`src/rtl/mem_stage_pkg.sv`:
```
// Shared definitions for the MEM pipeline stage: bundle widths, ld_op bit
// positions and the packed layout of the EX->MEM and MEM->WB bundles.
package mem_stage_pkg;

  localparam int ES2MS_BUS_W = 76;
  localparam int MS2WS_BUS_W = 70;
  localparam int RF_ZIP_W    = 39;

  // ld_op = {ld_b, ld_bu, ld_h, ld_hu, ld_w}
  localparam int LD_W  = 0;
  localparam int LD_HU = 1;
  localparam int LD_H  = 2;
  localparam int LD_BU = 3;
  localparam int LD_B  = 4;

  typedef struct packed {
    logic [4:0]  ld_op;
    logic [31:0] pc;
    logic        res_from_mem;
    logic        rf_we;
    logic [4:0]  rf_waddr;
    logic [31:0] alu_result;
  } es2ms_t;

  typedef struct packed {
    logic [31:0] pc;
    logic        rf_we;
    logic [4:0]  rf_waddr;
    logic [31:0] rf_wdata;
  } ms2ws_t;

endpackage

```
`src/rtl/mem_stage_if.sv`:
```
// Handshake and bundle signals around the MEM stage (EX side, SRAM return,
// WB side and the ID forwarding bundle).
interface mem_stage_if;
  import mem_stage_pkg::*;

  logic                   es2ms_valid;
  logic [ES2MS_BUS_W-1:0] es2ms_bus;
  logic [31:0]            data_sram_rdata;
  logic                   ws_allowin;
  logic                   ms_allowin;
  logic                   ms2ws_valid;
  logic [MS2WS_BUS_W-1:0] ms2ws_bus;
  logic [RF_ZIP_W-1:0]    ms_rf_zip;

  modport master (
    output es2ms_valid, es2ms_bus, data_sram_rdata, ws_allowin,
    input  ms_allowin, ms2ws_valid, ms2ws_bus, ms_rf_zip
  );

  modport slave (
    input  es2ms_valid, es2ms_bus, data_sram_rdata, ws_allowin,
    output ms_allowin, ms2ws_valid, ms2ws_bus, ms_rf_zip
  );

endinterface

```
`src/rtl/mem_load_align.sv`:
```
// Load-data alignment: picks the byte/halfword addressed by addr_lo and
// sign- or zero-extends it; halfword loads ignore addr_lo[0].
module mem_load_align
  import mem_stage_pkg::*;
(
  input  logic [31:0] rdata,
  input  logic [1:0]  addr_lo,
  input  logic [4:0]  ld_op,
  output logic [31:0] aligned
);

  logic [7:0]  byte_sel;
  logic [15:0] half_sel;

  always_comb begin
    byte_sel = rdata[7:0];
    case (addr_lo)
      2'd0:    byte_sel = rdata[7:0];
      2'd1:    byte_sel = rdata[15:8];
      2'd2:    byte_sel = rdata[23:16];
      default: byte_sel = rdata[31:24];
    endcase
    half_sel = addr_lo[1] ? rdata[31:16] : rdata[15:0];

    aligned = rdata;
    if (ld_op[LD_B])       aligned = {{24{byte_sel[7]}}, byte_sel};
    else if (ld_op[LD_BU]) aligned = {24'h0, byte_sel};
    else if (ld_op[LD_H])  aligned = {{16{half_sel[15]}}, half_sel};
    else if (ld_op[LD_HU]) aligned = {16'h0, half_sel};
  end

endmodule

```
`src/rtl/mem_stage.sv`:
```
// MEM pipeline stage: latches the EX bundle, buffers the one-cycle-late SRAM
// read data across WB stalls, aligns loads and drives the WB/forwarding bundles.
module mem_stage
  import mem_stage_pkg::*;
(
  input  logic       clk,
  input  logic       resetn,
  mem_stage_if.slave ms_if
);

  es2ms_t      ms_bus;
  logic        ms_valid;
  logic        ms_fresh;
  logic [31:0] rdata_buf;
  logic [31:0] rdata_eff;
  logic [31:0] aligned;
  logic [31:0] final_result;
  logic        ms_allowin;
  logic        accept;

  assign ms_allowin = ~ms_valid | ms_if.ws_allowin;
  assign accept     = ms_if.es2ms_valid & ms_allowin;

  always_ff @(posedge clk or negedge resetn) begin
    if (!resetn) begin
      ms_valid  <= 1'b0;
      ms_fresh  <= 1'b0;
      ms_bus    <= '0;
      rdata_buf <= 32'h0;
    end else begin
      if (ms_allowin) ms_valid <= ms_if.es2ms_valid;
      ms_fresh <= accept;
      // SRAM data is only valid in the first cycle; keep it for any stall
      if (ms_fresh) rdata_buf <= ms_if.data_sram_rdata;
      if (accept) ms_bus <= es2ms_t'(ms_if.es2ms_bus);
    end
  end

  assign rdata_eff = ms_fresh ? ms_if.data_sram_rdata : rdata_buf;

  mem_load_align u_align (
    .rdata   (rdata_eff),
    .addr_lo (ms_bus.alu_result[1:0]),
    .ld_op   (ms_bus.ld_op),
    .aligned (aligned)
  );

  assign final_result = ms_bus.res_from_mem ? aligned : ms_bus.alu_result;

  assign ms_if.ms_allowin  = ms_allowin;
  assign ms_if.ms2ws_valid = ms_valid;
  assign ms_if.ms2ws_bus   = {ms_bus.pc, ms_bus.rf_we & ms_valid,
                              ms_bus.rf_waddr, final_result};
  assign ms_if.ms_rf_zip   = {ms_bus.res_from_mem & ms_valid, ms_bus.rf_we & ms_valid,
                              ms_bus.rf_waddr, final_result};

endmodule

```
`src/flat_wrapper.sv`:
```
// flat-port wrapper written by rule: the top's interface ports become plain ports
module mem_stage_flat import mem_stage_pkg::*;
  (clk, resetn, ms_if_es2ms_valid, ms_if_es2ms_bus, ms_if_data_sram_rdata, ms_if_ws_allowin, ms_if_ms_allowin, ms_if_ms2ws_valid, ms_if_ms2ws_bus, ms_if_ms_rf_zip);
  mem_stage_if ms_if_i ();
  input  logic clk;
  input  logic resetn;
  input wire logic [$bits(ms_if_i.es2ms_valid)-1:0] ms_if_es2ms_valid;
  input wire logic [$bits(ms_if_i.es2ms_bus)-1:0] ms_if_es2ms_bus;
  input wire logic [$bits(ms_if_i.data_sram_rdata)-1:0] ms_if_data_sram_rdata;
  input wire logic [$bits(ms_if_i.ws_allowin)-1:0] ms_if_ws_allowin;
  output wire logic [$bits(ms_if_i.ms_allowin)-1:0] ms_if_ms_allowin;
  output wire logic [$bits(ms_if_i.ms2ws_valid)-1:0] ms_if_ms2ws_valid;
  output wire logic [$bits(ms_if_i.ms2ws_bus)-1:0] ms_if_ms2ws_bus;
  output wire logic [$bits(ms_if_i.ms_rf_zip)-1:0] ms_if_ms_rf_zip;
  assign ms_if_i.es2ms_valid = ms_if_es2ms_valid;
  assign ms_if_i.es2ms_bus = ms_if_es2ms_bus;
  assign ms_if_i.data_sram_rdata = ms_if_data_sram_rdata;
  assign ms_if_i.ws_allowin = ms_if_ws_allowin;
  assign ms_if_ms_allowin = ms_if_i.ms_allowin;
  assign ms_if_ms2ws_valid = ms_if_i.ms2ws_valid;
  assign ms_if_ms2ws_bus = ms_if_i.ms2ws_bus;
  assign ms_if_ms_rf_zip = ms_if_i.ms_rf_zip;
  mem_stage u_core (.clk(clk), .resetn(resetn), .ms_if(ms_if_i));
endmodule
```
`config.mk`:
```
export PLATFORM = sky130hd
export DESIGN_NAME = mem_stage_flat
export DESIGN_NICKNAME = d
export VERILOG_FILES = /design/src/rtl/mem_stage_pkg.sv /design/src/rtl/mem_stage_if.sv /design/src/rtl/mem_load_align.sv /design/src/rtl/mem_stage.sv /design/src/flat_wrapper.sv
export SDC_FILE = /design/constraint.sdc
export NUM_CORES = 1
export LEC_CHECK = 0
export ABC_AREA = 0
export BUFFER_PORTS_ARGS = -buffer_cell sky130_fd_sc_hd__buf_2
export CAP_MARGIN = 30
export CORE_ASPECT_RATIO = 0.6
export CORE_UTILIZATION = 45
export CTS_CLUSTER_DIAMETER = 120
export DETAILED_ROUTE_END_ITERATION = 8
export GPL_ROUTABILITY_DRIVEN = 0
export PLACE_DENSITY = 0.79
export SYNTH_ARGS = -nofsm -noshare
export SYNTH_HDL_FRONTEND = slang
export SYNTH_SLANG_ARGS = --single-unit
```
`constraint.sdc`:
```
create_clock -name clk -period 1.82 [get_ports clk]
set_input_delay 0.091 -clock clk [delete_from_list [all_inputs] [get_ports clk]]
set_output_delay 0.091 -clock clk [all_outputs]
set_load 0.05 [all_outputs]
```
# After elaboration in Yosys (flattened, before gate mapping)
# Cells that the tools add are included.
[word_totals]
ff_bits = 110
word_cells = 25
[op_classes]
eq_ne = 2
muxes = 8
n_bitwise = 5
n_reduce_logical = 1
[op_table]
columns = ["op", "n"]
rows = [
  ["$mux 32", 6],
  ["$pmux 8 s3", 1],
  ["$mux 16", 1],
  ["$and 1x1->1", 3],
  ["$eq 2x1->1 const B", 1],
  ["$eq 2x2->1 const B", 1],
  ["$logic_not 2->1", 1],
  ["$not 1->1", 1],
  ["$or 1x1->1", 1],
]

# Longest topological paths before layout
# Gate-level depths: netlist of run 1.
[logic_depth]
ltp_word = 7
depth_mapped = 8

# Hierarchy
# Synthesis of run 1 repeated with hierarchy kept, for this count alone.
[unflattened]
hier_cells = 471
area_unflattened_um2 = 5886.9
[by_module_without_submodules]
columns = ["mod", "instances", "cells_each", "area_each_um2", "seq_area_each_um2"]
rows = [
  ["mem_stage", 1, 347, 5173.7, 2752.6],
  ["mem_load_align", 1, 124, 713.2, 0.0],
]

# Least setup slack after synthesis of run 1
# Ideal clock, no wire load.
[synth_path]
path_type = "register to output"
startpoint = "reg u_core.ms_fresh"
endpoint = "out ms_if_ms_rf_zip[0]"
t_arrival_ns = 2.886
slack_ns = -1.157
stages_incl_launch_ff = 9
n_path_buf = 4
path_cell_list = "dfrtp_1 -> buf_6 -> buf_2 -> buf_4 -> mux2i_1 -> mux2i_1 -> a21oi_1 -> a311oi_1 -> buf_4"
[synth_between]
elab_chain_len = 7
elab_cells_between_ends = 8
cone_classes = "mux (8)"
[synth_lines]
columns = ["element", "line", "source"]
rows = [
  ["from (decl)", "mem_stage.sv:13", "logic ms_fresh;"],
  ["from (signal assigned)", "mem_stage.sv:32", "ms_fresh <= accept;"],
  ["$mux 32 *", "mem_stage.sv:39", "assign rdata_eff = ms_fresh ? ms_if.data_sram_rdata : rdata_buf;"],
  ["$mux 16", "mem_load_align.sv:23", "half_sel = addr_lo[1] ? rdata[31:16] : rdata[15:0];"],
  ["$mux 32", "mem_load_align.sv:29", "else if (ld_op[LD_HU]) aligned = {16'h0, half_sel};"],
  ["$mux 32", "mem_load_align.sv:28", "else if (ld_op[LD_H]) aligned = {{16{half_sel[15]}}, half_sel};"],
  ["$mux 32", "mem_load_align.sv:27", "else if (ld_op[LD_BU]) aligned = {24'h0, byte_sel};"],
  ["$mux 32 *", "mem_load_align.sv:26", "if (ld_op[LD_B]) aligned = {{24{byte_sel[7]}}, byte_sel};"],
  ["$mux 32 *", "mem_stage.sv:48", "assign final_result = ms_bus.res_from_mem ? aligned : ms_bus.alu_result;"],
  ["to (decl)", "flat_wrapper.sv:14", "output wire logic [$bits(ms_if_i.ms_rf_zip)-1:0] ms_if_ms_rf_zip;"],
]
# Mark *: on every way between the ends. The rest lies on a longest branch, timed or not.

# Worst setup path after layout of run 1
[layout_path]
startpoint = "reg u_core.ms_bus[1] (netlist name)"
endpoint = "out ms_if_ms_rf_zip[31]"
[layout_between]
elab_chain_len = 5
elab_cells_between_ends = 9
cone_classes = "eq/ne (2); mux (6); reduce/logical (1)"
[layout_lines]
columns = ["element", "line", "source"]
rows = [
  ["from (decl)", "mem_stage.sv:11", "es2ms_t ms_bus;"],
  ["from (signal assigned)", "mem_stage.sv:35", "if (accept) ms_bus <= es2ms_t'(ms_if.es2ms_bus);"],
  ["$mux 16", "mem_load_align.sv:23", ""],
  ["$mux 32", "mem_load_align.sv:28", ""],
  ["$mux 32", "mem_load_align.sv:27", ""],
  ["$mux 32 *", "mem_load_align.sv:26", ""],
  ["$mux 32 *", "mem_stage.sv:48", ""],
]
# Marked as above.

==> reports/summary.txt, run 1 <==
status = complete, but fails checks
violated checks = negative setup slack
Worst-Margin Slew = 0.449 ns
Seq/Total Area, Yosys = 0.473
hpwl dp = 12,700 um
first-pass GRT wire length = 28,800 um
DRT Pass-1 Iters = 4
Final Cycle Share = 1.27
Sum Neg Setup Slack = -27.92 ns
async set-reset flop share out of synthesis = 1.00
clock root cell = clkbuf_16
initial antenna violation count = 1
initial core utilization = 0.470
vias per cell = 5.34
commonest non-fill, non-tap cells in the layout = buf_2, dfrtp_1, mux2_2
CP Data Arrival Time = 2.22 ns
Std-Cell Rows = 31
total gr overflow = 0
Syn. warnings = 0
TritonCTS Sinks = 109
leakage = 0.00429 uW
Final Setup Violations = 64
Final Critical Period = 2.31 ns
crit path cell chain = buf_12 > mux2i_1 > o22ai_2 > o211ai_1 > buf_4 > buf_12 > nand2_2 > buf_6
drt drc = 0
syn avg cell area = 11.7 um^2
Worst Setup Path Type = flip-flop to output pin
Power Density = 1130 mW/mm^2
Area after DPL = 0.00722 mm^2
Syn Nets = 603
Inserted Clock Buffers = 9
most common cell after layout, fill and taps aside = buf_2
Crit path top cell by count = buf_12
I/O pins = 223
synthesis-stage register bit count = 109
DRT antenna net count = 0
Final Max Slew Viols = 0
slowest library cell on the worst path = dfrtp_2
Rel. slew slack = 0.701
core box area = 0.0123 mm^2
share of cells above drive strength 1 = 0.631
clk slew on worst S/H paths = 0.07 ns
synthesized cell area = 0.00577 mm^2
DIE AREA = 0.0133 mm^2
CP Buf/Inv Count = 4
Layout area overhead = 64.8%
Tot GR Track Use = 0.294
Crit path max-delay family = buffers and inverters
Routed WL = 19,400 um
Hold Vio Cnt, Final = 0
Main synth FF type = dfrtp_1
worst path required time = 1.73 ns
Critical Path Max Stage Delay = 0.47 ns
Die Ht = 89.7 um
Final Instance Area = 0.00951 mm^2
CTS tree = done
number of global-route vias before repair = 5,111
clock buffer depth = 2
Iteration-0 DRC Markers = 238
Worst-Skew Late Latency = 0.35 ns
Max-Cap Viols = 0
EDFF count, synth = 0
via count = 4,968
largest net degree at the start of global routing = 53
final worst slack = -0.487 ns
Worst Skew = 0.0104 ns
RSZ-0062 raised after global routing = yes
WL/cell = 20.9 um
CP Launch Type = flip-flop
Hold/Removal Path Class = input port to flip-flop
worst-path fanout max = 8
FILL cells = 748
Critical Path End Type = output pin
Post-Syn Instances = 491
die width = 148 um
Hold Slack = 0.0103 ns
H-tree lvl count = 3
VDD IR-drop max = 701 uV
Port Buffers = 221
Yosys cell types = 35
Fmax = 0.433 GHz
Final #Nets = 872
[worst paths after layout]
kind                                                 start                          to  slack [ns]  cells past startpoint
worst max-delay path                      u_core.ms_bus[1]         ms_if_ms_rf_zip[31]       -0.49                      8
worst min-delay path                    ms_if_es2ms_bus[7]            u_core.ms_bus[7]        0.01                      3
worst max register to register    u_core.ms_if.ms2ws_valid  u_core.ms_if.ms2ws_bus[36]        0.33                      4
worst min register to register  u_core.ms_if.ms2ws_bus[57]  u_core.ms_if.ms2ws_bus[57]        0.50                      1
max in group asynchronous                           resetn  u_core.ms_if.ms2ws_bus[52]        0.86                      3
min in group asynchronous                           resetn            u_core.ms_bus[3]        0.22                      2
[what timing repair did]
| item | in CTS | in global routing |
|---|---|---|
| resized for setup | 213 | 31 |
| pin swaps | 7 | 6 |
| cloned | 3 | 0 |
| endpoints found under the setup margin | 64 | 64 |
| hold endpoints to repair | 99 | 0 |
| hold buffers | 74 | 0 |
| setup buffers | 15 | 4 |
[cells by family (layout without fill, tap and decap cells)]
logic type	count (synthesis)	count (layout)	share of synthesized area
compound gates	69	69	0.0965
simple gates	56	57	0.0480
mux	125	125	0.240
other cells	0	1	0
flops	109	109	0.473
buf+inv	132	405	0.143
[cells in the mapped netlist (3+ instances only)]
cell,count,area (um^2)
dfrtp_1,109,2730
mux2_2,85,957
buf_4,77,578
mux2i_1,38,380
inv_1,25,93.8
nand2_1,20,75.1
buf_2,13,65.1
o21ai_0,13,65.1
clkbuf_1,12,45.0
nor2_1,11,41.3
a221oi_2,10,150
nand3_1,10,50.1
o221ai_1,10,87.6
a21oi_1,8,40.0
o22ai_1,7,43.8
a221oi_1,6,52.6
a31oi_1,5,31.3
nand2b_1,5,31.3
a311oi_1,4,35.0
buf_6,3,33.8
o32ai_1,3,26.3
[stage by stage]
| step | setup WS (ns) | cells | total power, uW | util |
|---|---|---|---|---|
| 5_1_grt | -0.532 | 931 | 11100 | 0.776 |
| 4_1_cts | -0.480 | 927 | 10500 | 0.760 |
| 3_3_place_gp | -0.143 | 820 | 7360 | 0.589 |
| 6_report | -0.487 | 931 | 10700 | 0.776 |
| 2_1_floorplan | -0.350 | 491 | 6770 | - |
| 3_5_place_dp | -0.205 | 820 | 7470 | 0.589 |
[flip-flops by register name (all words and copies together), names as in the netlist]
register and cells:
u_core.ms_bus 38, u_core.ms_if.ms2ws_bus 37, u_core.rdata_buf 32, u_core.ms_fresh 1, u_core.ms_if.ms2ws_valid 1
[metal layers]
layer | part of all wire | wire length, um | up-vias | GRT usage
li1 | - | - | 2212 | -
met1 | 0.42 | 8100 | 2518 | 0.384
met2 | 0.49 | 9430 | 204 | 0.496
met3 | 0.077 | 1500 | 34 | 0.0732
met4 | 0.020 | 398 | 0 | 0.0759
met5 | 0 | 0 | - | 0
[report_power, final]
| part | total, uW | internal (uW) | switching [uW] |
|---|---|---|---|
| clock network | 1920 | 952 | 964 |
| registers | 3020 | 2770 | 248 |
| logic | 5780 | 2260 | 3520 |
| total | 10700 | 5990 | 4730 |
[worst reg2reg max path, cell delays in order, from the launching register on]
cell and delay [ns]:
dfrtp_2 0.38, nand2b_1 0.11, nand2_4 0.30, buf_12 0.23
mux2_2 0.36
[final cells by class]
type,count,area [um^2],share of cell area
Multi-Input combinational cell,251,3130,0.329
Timing Repair Buffer,363,3050,0.321
Sequential cell,109,2730,0.287
Clock buffer,9,225,0.0237
Tap cell,165,206,0.0217
Inverter,26,97.6,0.0103
Clock inverter,7,60.1,0.00632
Antenna cell,1,2.50,0.000263
No activity file was read; power rests on OpenSTA's default activity.
==> inputs of run 2 (changes only) <==
--- a/config.mk
+++ b/config.mk
@@ -14,6 +14,7 @@
 export DETAILED_ROUTE_END_ITERATION = 8
 export GPL_ROUTABILITY_DRIVEN = 0
 export PLACE_DENSITY = 0.79
+export SETUP_SLACK_MARGIN = 0.3
 export SYNTH_ARGS = -nofsm -noshare
 export SYNTH_HDL_FRONTEND = slang
 export SYNTH_SLANG_ARGS = --single-unit
==> run 2 against run 1 <==
Compared with the run above:
- the flow finishes with violations (negative hold slack, negative setup slack)
- sequential cell count is the same
- wire length decreased by 3.4%
- global-route usage fell by 2.9 points
- count of clock-buffer cells in the layout unchanged
- non-clock buffer count shrank 8
- via count decreased by 1.5%
- register-to-register slack better by 0.07 ns
- critical path depth did not move
- maximum frequency decreased by 1.5%
- final cell count is 0.86% lower
- clock power grew 4%
- cell area is 3.0% lower
- critical endpoint is now ms_if_ms2ws_bus[26]
- largest cell class is now buffers
- largest power group unchanged
==> reports/summary.txt, run 2 (synthesis results as in run 1) <==
Std-Cell Rows = 31 (unchanged)
Crit path max-delay family = buffers and inverters (unchanged)
Port Buffers = 221 (unchanged)
clock buffer depth = 2 (unchanged)
Final #Nets = 865 (was 872)
register area = 0.00273 mm^2 (about the same)
Worst Skew = 0.00826 ns (was 0.0104 ns)
Layout area overhead = 59.9% (was 64.8%)
Sum Neg Setup Slack = -28.58 ns (was -27.92 ns)
most common cell after layout, fill and taps aside = buf_2 (unchanged)
Worst-Margin Slew = 0.534 ns (was 0.449 ns)
R2R cell count = 4 (unchanged)
Final Setup Violations = 64 (unchanged)
Top reg by flops = u_core.ms_bus (unchanged)
Critical R2R Capture = u_core.ms_bus[18] (was u_core.ms_if.ms2ws_bus[36])
Die Ht = 89.7 um (unchanged)
Net Sw Power = 4530 uW (was 4730 uW)
Hold Slack = -0.0216 ns (was 0.0103 ns)
RSZ-0062 raised after global routing = yes (unchanged)
number of global-route vias before repair = 4,849 (was 5,111)
Iteration-0 DRC Markers = 207 (was 238)
commonest non-fill, non-tap cells in the layout = buf_2, dfrtp_1, mux2_2 (unchanged)
core box area = 0.0123 mm^2 (unchanged)
Cells after DPL = 821 (was 820)
Max-Cap Viols = 0 (unchanged)
die width = 148 um (unchanged)
Critical Path Max Stage Delay = 0.42 ns (was 0.47 ns)
Routed WL = 18,800 um (was 19,400 um)
vias per cell = 5.30 (was 5.34)
Seq pwr share = 0.286 (was 0.282)
drt drc = 0 (unchanged)
Worst R2R Start = u_core.ms_if.ms2ws_valid (unchanged)
total gr overflow = 0 (unchanged)
Worst Setup Path Type = flip-flop to output pin (unchanged)
Final Cycle Share = 1.29 (was 1.27)
Tot GR Track Use = 0.265 (was 0.294)
Stages on worst setup path = 8 (unchanged)
Fmax = 0.427 GHz (was 0.433 GHz)
CP Launch Type = flip-flop (unchanged)
CP Buf/Inv Count = 4 (unchanged)
Gate power share = 0.525 (was 0.539)
Worst setup endpoint = ms_if_ms2ws_bus[26] (was ms_if_ms_rf_zip[31])
Rel. slew slack = 0.644 (was 0.701)
Final Max Slew Viols = 0 (unchanged)
worst path required time = 1.73 ns (about the same)
max reg flops = 38 (unchanged)
violated checks = negative hold slack, negative setup slack (was negative setup slack)
Critical Path End Type = output pin (unchanged)
final worst slack = -0.522 ns (was -0.487 ns)
DRT Pass-1 Iters = 5 (was 4)
leakage = 0.00424 uW (was 0.00429 uW)
Util after Layout = 0.752 (was 0.776)
Crit path top cell by count = buf_8 (was buf_12)
cell-internal power = 5970 uW (was 5990 uW)
Inserted Clock Buffers = 9 (unchanged)
status = complete, but fails checks (unchanged)
CTS tree = done (unchanged)
first-pass GRT wire length = 26,200 um (was 28,800 um)
TritonCTS Sinks = 109 (unchanged)
via count = 4,895 (was 4,968)
largest net degree at the start of global routing = 57 (was 53)
R2R setup slack = 0.40 ns (was 0.33 ns)
VDD IR-drop max = 824 uV (was 701 uV)
DRT antenna net count = 0 (unchanged)
Final Critical Period = 2.34 ns (was 2.31 ns)
fin cells = 923 (was 931)
Switching Share = 0.431 (was 0.441)
footprint of the multi-input gates = 0.00291 mm^2 (was 0.00313 mm^2)
CP Data Arrival Time = 2.25 ns (was 2.22 ns)
initial antenna violation count = 0 (was 1)
hpwl dp = 11,900 um (was 12,700 um)
worst-path fanout max = 5 (was 8)
clock network fraction of total power = 0.189 (was 0.179)
I/O pins = 223 (unchanged)
DIE AREA = 0.0133 mm^2 (unchanged)
ant diodes = 0 (was 1)
slowest library cell on the worst path = dfrtp_2 (unchanged)
Worst-Skew Late Latency = 0.35 ns (about the same)
initial core utilization = 0.470 (unchanged)
Power Density = 1140 mW/mm^2 (was 1130 mW/mm^2)
FILL cells = 802 (was 748)
clk slew on worst S/H paths = 0.07 ns (about the same)
crit path cell chain = buf_8 > mux2i_4 > o22ai_2 > o211ai_1 > buf_4 > clkbuf_16 > nand2_4 > buf_8 (was buf_12 > mux2i_1 > o22ai_2 > o211ai_1 > buf_4 > buf_12 > nand2_2 > buf_6)
share of cells above drive strength 1 = 0.627 (was 0.631)
Hold Vio Cnt, Final = 1 (was 0)
Critical path origin = u_core.ms_fresh (was u_core.ms_bus[1])
H-tree lvl count = 3 (unchanged)
Hold/Removal Path Class = input port to flip-flop (unchanged)
clock root cell = clkbuf_16 (unchanged)
WL/cell = 20.3 um (was 20.9 um)
CTS Hold Bufs = 72 (was 74)
[run 2: cell count changes in the layout (fill, tap and decap cells not counted), sizes merged, moves of 2 or more]
cell | previous run | this run
clkinvlp | 2 | 4
inv | 27 | 24
buf | 289 | 280
dlygate4sd3 | 74 | 72
clkbuf | 9 | 11
[run 2: layer usage]
layer | GRT usage | part of all wire
met3 | 0.0737 | 0.082
met4 | 0.0722 | 0.014
met5 | 0 | 0
met1 | 0.350 | 0.44
met2 | 0.435 | 0.47
[run 2: area by class of cell]
| cell class | instances | area share |
|---|---|---|
| Clock buffer | 9 | 0.0244 |
| Timing Repair inverter | 1 | 0.000814 |
| Clock inverter | 7 | 0.00828 |
| Multi-Input combinational cell | 251 | 0.316 |
| Timing Repair Buffer | 355 | 0.321 |
| Inverter | 26 | 0.0111 |
| Tap cell | 165 | 0.0224 |
| Sequential cell | 109 | 0.297 |
[run 2: per-stage QoR]
| stage | area [um^2] | power [uW] | worst slack, ns |
|---|---|---|---|
| after floorplan | 6350 | 6830 | -0.350 |
| after global placement | 7240 | 7370 | -0.122 |
| after detailed placement | 7240 | 7450 | -0.187 |
| after CTS | 8780 | 10100 | -0.499 |
| after global routing | 9220 | 10900 | -0.584 |
| final | 9220 | 10500 | -0.522 |
[run 2: how the worst min path moves through the flow]
| stage | endpoint | depth (start not counted) | start |
|---|---|---|---|
| 4_1_cts | u_core.rdata_buf[0] | 3 | ms_if_data_sram_rdata[0] |
| 3_3_place_gp | u_core.rdata_buf[3] | 1 | resetn |
| 5_1_grt | u_core.rdata_buf[0] | 3 | ms_if_data_sram_rdata[0] |
| 3_5_place_dp | u_core.rdata_buf[3] | 1 | resetn |
| 2_1_floorplan | u_core.ms_bus[0] | 0 | resetn |
| 6_report | u_core.rdata_buf[0] | 3 | ms_if_data_sram_rdata[0] |
[run 2: repair_timing]
action,CTS,global route
setup buffers,3,6
hold endpoints to repair,108,1
setup endpoints to repair,65,97
cloned,1,4
pin swaps,8,4
gates resized for setup,136,72
[run 2: power groups by stage]
| stage | Combinational (uW) | Sequential, uW | Clock, uW |
|---|---|---|---|
| after floorplan | 3870 | 2960 | 0 |
| after global placement | 4390 | 2980 | 0 |
| after detailed placement | 4450 | 3000 | 0 |
| after CTS | 5100 | 2980 | 2030 |
| after global routing | 5730 | 3030 | 2110 |
| final | 5510 | 3000 | 1990 |
[run 2: worst register-to-register path, stage by stage (launching register included)]
cell and delay [ns]:
dfrtp_2 0.40, nand2b_4 0.14, nand2_4 0.15, buf_8 0.23
mux2_2 0.39
